==> src/rtl/squarer_arb_ctrl.sv <==
// Round-robin arbiter feeding one shared 8-bit squarer, with a result holding register and a ready/valid handshake.
// Optional result self-check is enabled by defining SQ_SELF_CHECK_EN.

module squarer_8bit (
    input  logic [7:0]  i_a,
    output logic [15:0] o_y,
    output logic        o_garbageA,
    output logic        o_garbageB
);
    assign o_y        = 16'(i_a) * 16'(i_a);
    assign o_garbageA = ^i_a;
    assign o_garbageB = &i_a;
endmodule

module squarer_arb_ctrl #(
    parameter int NREQ        = 4,
    parameter int CALC_CYCLES = 2
) (
    input  logic              clk,
    input  logic              rst,
    input  logic [NREQ-1:0]   req,
    input  logic [8*NREQ-1:0] op_in,
    output logic [NREQ-1:0]   gnt,
    output logic [15:0]       res_y,
    output logic [1:0]        res_id,
    output logic              res_valid,
    input  logic              res_ready,
    output logic              busy,
    output logic              err
);
    typedef enum logic [1:0] {IDLE, CALC, HOLD} state_t;

    state_t            r_state;
    logic [2:0]        r_cnt;
    logic [7:0]        r_opReg;
    logic [1:0]        r_lastId;
    logic [1:0]        r_winId;
    logic [NREQ-1:0]   r_gnt;
    logic [15:0]       r_resY;
    logic [1:0]        r_resId;
    logic              r_resValid;

    logic              w_anyReq;
    logic [1:0]        w_winner;
    logic [1:0]        w_idx;
    logic [7:0]        w_winOp;
    logic [15:0]       w_sqY;

    squarer_8bit u_squarer (
        .i_a        (r_opReg),
        .o_y        (w_sqY),
        .o_garbageA (),
        .o_garbageB ()
    );

    // Walk from the farthest offset back to the nearest so the requester right after last_id wins.
    always_comb begin
        w_anyReq = 1'b0;
        w_winner = r_lastId;
        w_idx    = r_lastId;
        for (int k = NREQ; k >= 1; k--) begin
            w_idx = r_lastId + 2'(k);
            if (req[w_idx]) begin
                w_anyReq = 1'b1;
                w_winner = w_idx;
            end
        end
    end

    assign w_winOp = op_in[{w_winner, 3'b000} +: 8];

    always_ff @(posedge clk or posedge rst) begin
        if (rst) begin
            r_state    <= IDLE;
            r_cnt      <= '0;
            r_opReg    <= '0;
            r_lastId   <= 2'd3;
            r_winId    <= '0;
            r_gnt      <= '0;
            r_resY     <= '0;
            r_resId    <= '0;
            r_resValid <= 1'b0;
        end else begin
            r_gnt <= '0;
            case (r_state)
                IDLE: begin
                    if (w_anyReq) begin
                        r_gnt[w_winner] <= 1'b1;
                        r_opReg         <= w_winOp;
                        r_winId         <= w_winner;
                        r_cnt           <= 3'(CALC_CYCLES);
                        r_state         <= CALC;
                    end
                end
                CALC: begin
                    r_cnt <= r_cnt - 3'd1;
                    if (r_cnt == 3'd1) begin
                        r_resY     <= w_sqY;
                        r_resId    <= r_winId;
                        r_resValid <= 1'b1;
                        r_state    <= HOLD;
                    end
                end
                HOLD: begin
                    // No grant on the handshake cycle; arbitration resumes from IDLE next cycle.
                    if (res_ready) begin
                        r_resValid <= 1'b0;
                        r_lastId   <= r_resId;
                        r_state    <= IDLE;
                    end
                end
                default: r_state <= IDLE;
            endcase
        end
    end

`ifdef SQ_SELF_CHECK_EN
    logic [15:0] w_refY;
    logic        r_err;

    assign w_refY = {8'd0, r_opReg} * {8'd0, r_opReg};

    always_ff @(posedge clk or posedge rst) begin
        if (rst) begin
            r_err <= 1'b0;
        end else if (r_state == CALC && r_cnt == 3'd1 && w_sqY != w_refY) begin
            r_err <= 1'b1;
        end
    end

    assign err = r_err;
`else
    assign err = 1'b0;
`endif

    assign gnt       = r_gnt;
    assign res_y     = r_resY;
    assign res_id    = r_resId;
    assign res_valid = r_resValid;
    assign busy      = (r_state != IDLE);

endmodule

==> config.mk <==
export PLATFORM = sky130hd
export DESIGN_NAME = squarer_arb_ctrl
export DESIGN_NICKNAME = d
export VERILOG_FILES = /design/src/rtl/squarer_arb_ctrl.sv
export SDC_FILE = /design/constraint.sdc
export NUM_CORES = 1
export LEC_CHECK = 0
export ABC_AREA = 0
export BUFFER_PORTS_ARGS = -buffer_cell sky130_fd_sc_hd__buf_2
export CAP_MARGIN = 20
export CORE_ASPECT_RATIO = 0.6
export CORE_MARGIN = 5
export CORE_UTILIZATION = 30
export DETAILED_ROUTE_END_ITERATION = 10
export SYNTH_ARGS = -nofsm -noshare
export SYNTH_HDL_FRONTEND = slang
export SYNTH_HIERARCHICAL = 1
export SYNTH_SLANG_ARGS = --single-unit
==> constraint.sdc <==
create_clock -name clk -period 4.7 [get_ports clk]
set_input_delay 0.47 -clock clk [delete_from_list [all_inputs] [get_ports clk]]
set_output_delay 0.47 -clock clk [all_outputs]
set_load 0.1 [all_outputs]
# Word-level counts from Yosys, hierarchy flattened
# Cells that the tools add are included.
# totals
regBits	40
out_inout_bits	25
wordCells	66
# op_classes
add_sub_neg	4
mul	1
magnitude_cmp	6
eq_ne	6
shifts	1
muxes	28
n_reduce_logical	11
# op_table
op	n
$shiftx 32x6->8	1
$mul 8x8->16	1
$lt 2x3->1 const B	5
$mux 2	6
$mux 1	11
$bmux 1 s2	4
$mux 4	2
$reduce_and 2->1	4
$ne 2x2->1 const B	3
$pmux 2 s3	1
$pmux 3 s2	1
$reduce_and 3->1	2
$reduce_bool 2->1	3
$add 2x2->2 const B	2
$eq 3x1->1 const B	1
$mux 3	1
$sub 3x1->3 const B	1
$add 2x1->2 const B	1
$demux 1 s2	1
$eq 2x1->1 const B	1
$eq 2x2->1 const B	1
$ge 2x1->1 const B	1
$logic_not 2->1	1
$pmux 1 s2	1
$logic_and 1x1->1	1

# Depth between registers and ports, before layout
# depth
ltp_word	12
ltp_mapped	17

# Cells and area by module
# The synthesis kept the hierarchy.
# by_module_without_submodules
mod	instances	cells_each	area_per_inst_um2	seq_area_each_um2
squarer_arb_ctrl	1	166	1899.3	1003.5
squarer_8bit	1	213	1799.2	0.0

# Worst setup path before layout
# OpenSTA, ideal clock, no wires.
# synth_timing
path_kind	register to register
start	register r_opReg[2]
end	register r_resY[14], in the netlist res_y[14]
setup_time_ps	125
arrival_ps	4391
required_time_ps	4575
setup_slack_ps	183
path_stages_with_launch	16
synth_period_minus_slack_ps	4517
cell_sequence	dfrtp_1 > inv_1 > nor2_1 > fa_1 > fa_1 > inv_1 > fa_1 > fa_1 > inv_1 > ha_1 > and4_2 > a21oi_1 > a21oi_1 > a2111oi_0 > a311oi_1 > mux2_2
# synth_between
elab_chain_cells	1
# synth_rtl
item	line	text
start, declared	35	logic [7:0] r_opReg;
start signal, assigned	89	r_opReg <= w_winOp;
$mul 8x8->16	10	assign o_y = 16'(i_a) * 16'(i_a);
via w_sqY[14]	47	logic [15:0] w_sqY;
end signal, assigned	98	r_resY <= w_sqY;
end, declared	39	logic [15:0] r_resY;
# The timed path passes the listed nets, and every way through them passes these cells.
# A chain may end at the register's enable or synchronous reset.

# Worst setup path after layout
# layout_timing
start	register r_opReg[4]
end	register r_resY[13], in the netlist res_y[13]
# The elaborated chain is that of the path after synthesis.

==> flow_metrics.env <==
export IMPL_arrival_ps=4660
export IMPL_worstSetupPathType="register to register"
export IMPL_whs_ps=299.4
export IMPL_cp_end_kind="register"
export IMPL_mostFrequentLayoutCells="buf_2, inv_1, ha_1, dfrtp_1, fa_1"
export IMPL_finalNetCount=545
export IMPL_via_count=2850
export IMPL_final_common_cell="buf_2"
export IMPL_grt_max_degree=41
export IMPL_core_area_mm2=0.01195
export IMPL_slew_violations=0
export IMPL_synth_area_mm2=0.003638
export IMPL_clk_pin_slew_ps=60
export IMPL_grt_pass1_wl_um=13910
export IMPL_routedWlPerCell_um=12.95
export IMPL_synth_cells=373
export IMPL_io_buffers=62
export IMPL_outcome="complete, no violations"
export IMPL_place_ws_ps=21.75
export IMPL_clockBufferDepth=2
export IMPL_rsz0062_at_grt="false"
export IMPL_ys_warn_count=6
export IMPL_die_y_um=95.31
export IMPL_start_util_pct=30.46
export IMPL_drc=0
export IMPL_fp_dieW_um=152.2
export IMPL_io_pins=64
export IMPL_rows=31
export IMPL_post_route_period_util_pct=95.65
export IMPL_grt_ovfl_total=0
export IMPL_maxCapViolCount=0
export IMPL_path_max_fanout=7
export IMPL_die_area_mm2=0.01450
export IMPL_grt_pass1_vias=3033
export IMPL_cp_required_ps=4860
export IMPL_areaGrowthSynthToFinish_pct=19.77
export IMPL_final_hold_viol_count=0
export IMPL_clkSinkCount=40
export IMPL_cts_resized=0
export IMPL_tightest_slew_ps=874.7
export IMPL_skew_ps=9.896
export IMPL_clk_latency_ps=290
export IMPL_grt_total_usage_pct=11.61
export IMPL_layout_drive_gt1_share_pct=26.13
export IMPL_cts_tree="built"
export IMPL_gp_congestion=0.8511
export IMPL_via_per_inst=4.680
export IMPL_hp_class="primary input to async pin"
export IMPL_post_cts_buffers=0
export IMPL_n_fill_cell=1263
export IMPL_final_setup_tns_ps=0
export IMPL_finalSetupViolCount=0
export IMPL_drt_iter0_drc=106
export IMPL_crit_path_start_kind="register"
export IMPL_first_pass_iters=4
export IMPL_fmax_ghz=0.2224
export IMPL_hpwl_um=6665
export IMPL_htree_levels=2
export IMPL_cts_buffers=5
export IMPL_syn_avg_cell_area_um2=9.755
export IMPL_n_antenna_cell=0
export IMPL_timing_final_crit_period_ps=4495
export IMPL_holdBufCountCts=0
export IMPL_antenna_found_initial=0
export IMPL_synth_nets=475
export IMPL_ant_nets=0
export IMPL_routed_wl_um=7889
export IMPL_root_buffer="clkbuf_16"
export IMPL_worst_slack_ps=204.6
export IMPL_relSlewSlack_pct=41.47
-- per-layer routing --
metal / part of all wire (%) / wire [um] / global-route usage (%)
met1: 52 / 4088 / 16.88
met2: 41 / 3216 / 17.50
met3: 7.0 / 551 / 3.492
met4: 0.42 / 33 / 1.421
met5: 0 / 0 / 0
-- critical path, cell delays in order (launching register included) --
cell      delay [ps]
dfrtp_1          440
and2_1           230
ha_1             180
or2_2            300
fa_1             480
inv_1             50
fa_1             460
fa_1             540
inv_1             40
ha_1             370
a21o_2           270
a311oi_1         280
or3_4            210
a31oi_1           90
xor2_1           160
mux2_1           290
-- stage by stage --
step	utilization (%)	instance area, um2	std cells
4_1_cts	36.29	4335	609
3_3_place_gp	34.86	4164	601
3_5_place_dp	34.86	4164	601
5_1_grt	36.48	4358	609
6_report	36.48	4358	609
2_1_floorplan	-	3638	373
-- final timing paths --
kind,start,to,slack (ps),depth (start not counted)
max,r_opReg[4],res_y[13],200,15
min,rst,res_y[9],300,3
max reg2reg,r_opReg[4],res_y[13],200,15
min reg2reg,res_y[10],res_y[10],480,1
max in group asynchronous,rst,r_opReg[2],4030,3
min in group clk,res_y[10],res_y[10],480,1
-- area by class of cell --
type / count / area [um2] / share of cell area (%)
Multi-Input combinational cell: 262 / 2351 / 53.95
Sequential cell: 40 / 1007 / 23.11
Timing Repair Buffer: 73 / 392.9 / 9.015
Inverter: 61 / 229.0 / 5.254
Tap cell: 165 / 206.4 / 4.737
Clock buffer: 5 / 125.1 / 2.871
Clock inverter: 3 / 46.29 / 1.062
-- state kept, by name, summed over array words and instances (netlist names) --
signal     count
res_id         2
res_valid      1
r_winId        2
res_y         16
r_lastId       2
r_opReg        8
r_cnt          3
r_state        2
gnt            4
Power is left out: the tool's default activity adds up to more than one toggle a clock period on the data nets, which glitch-free logic cannot reach.
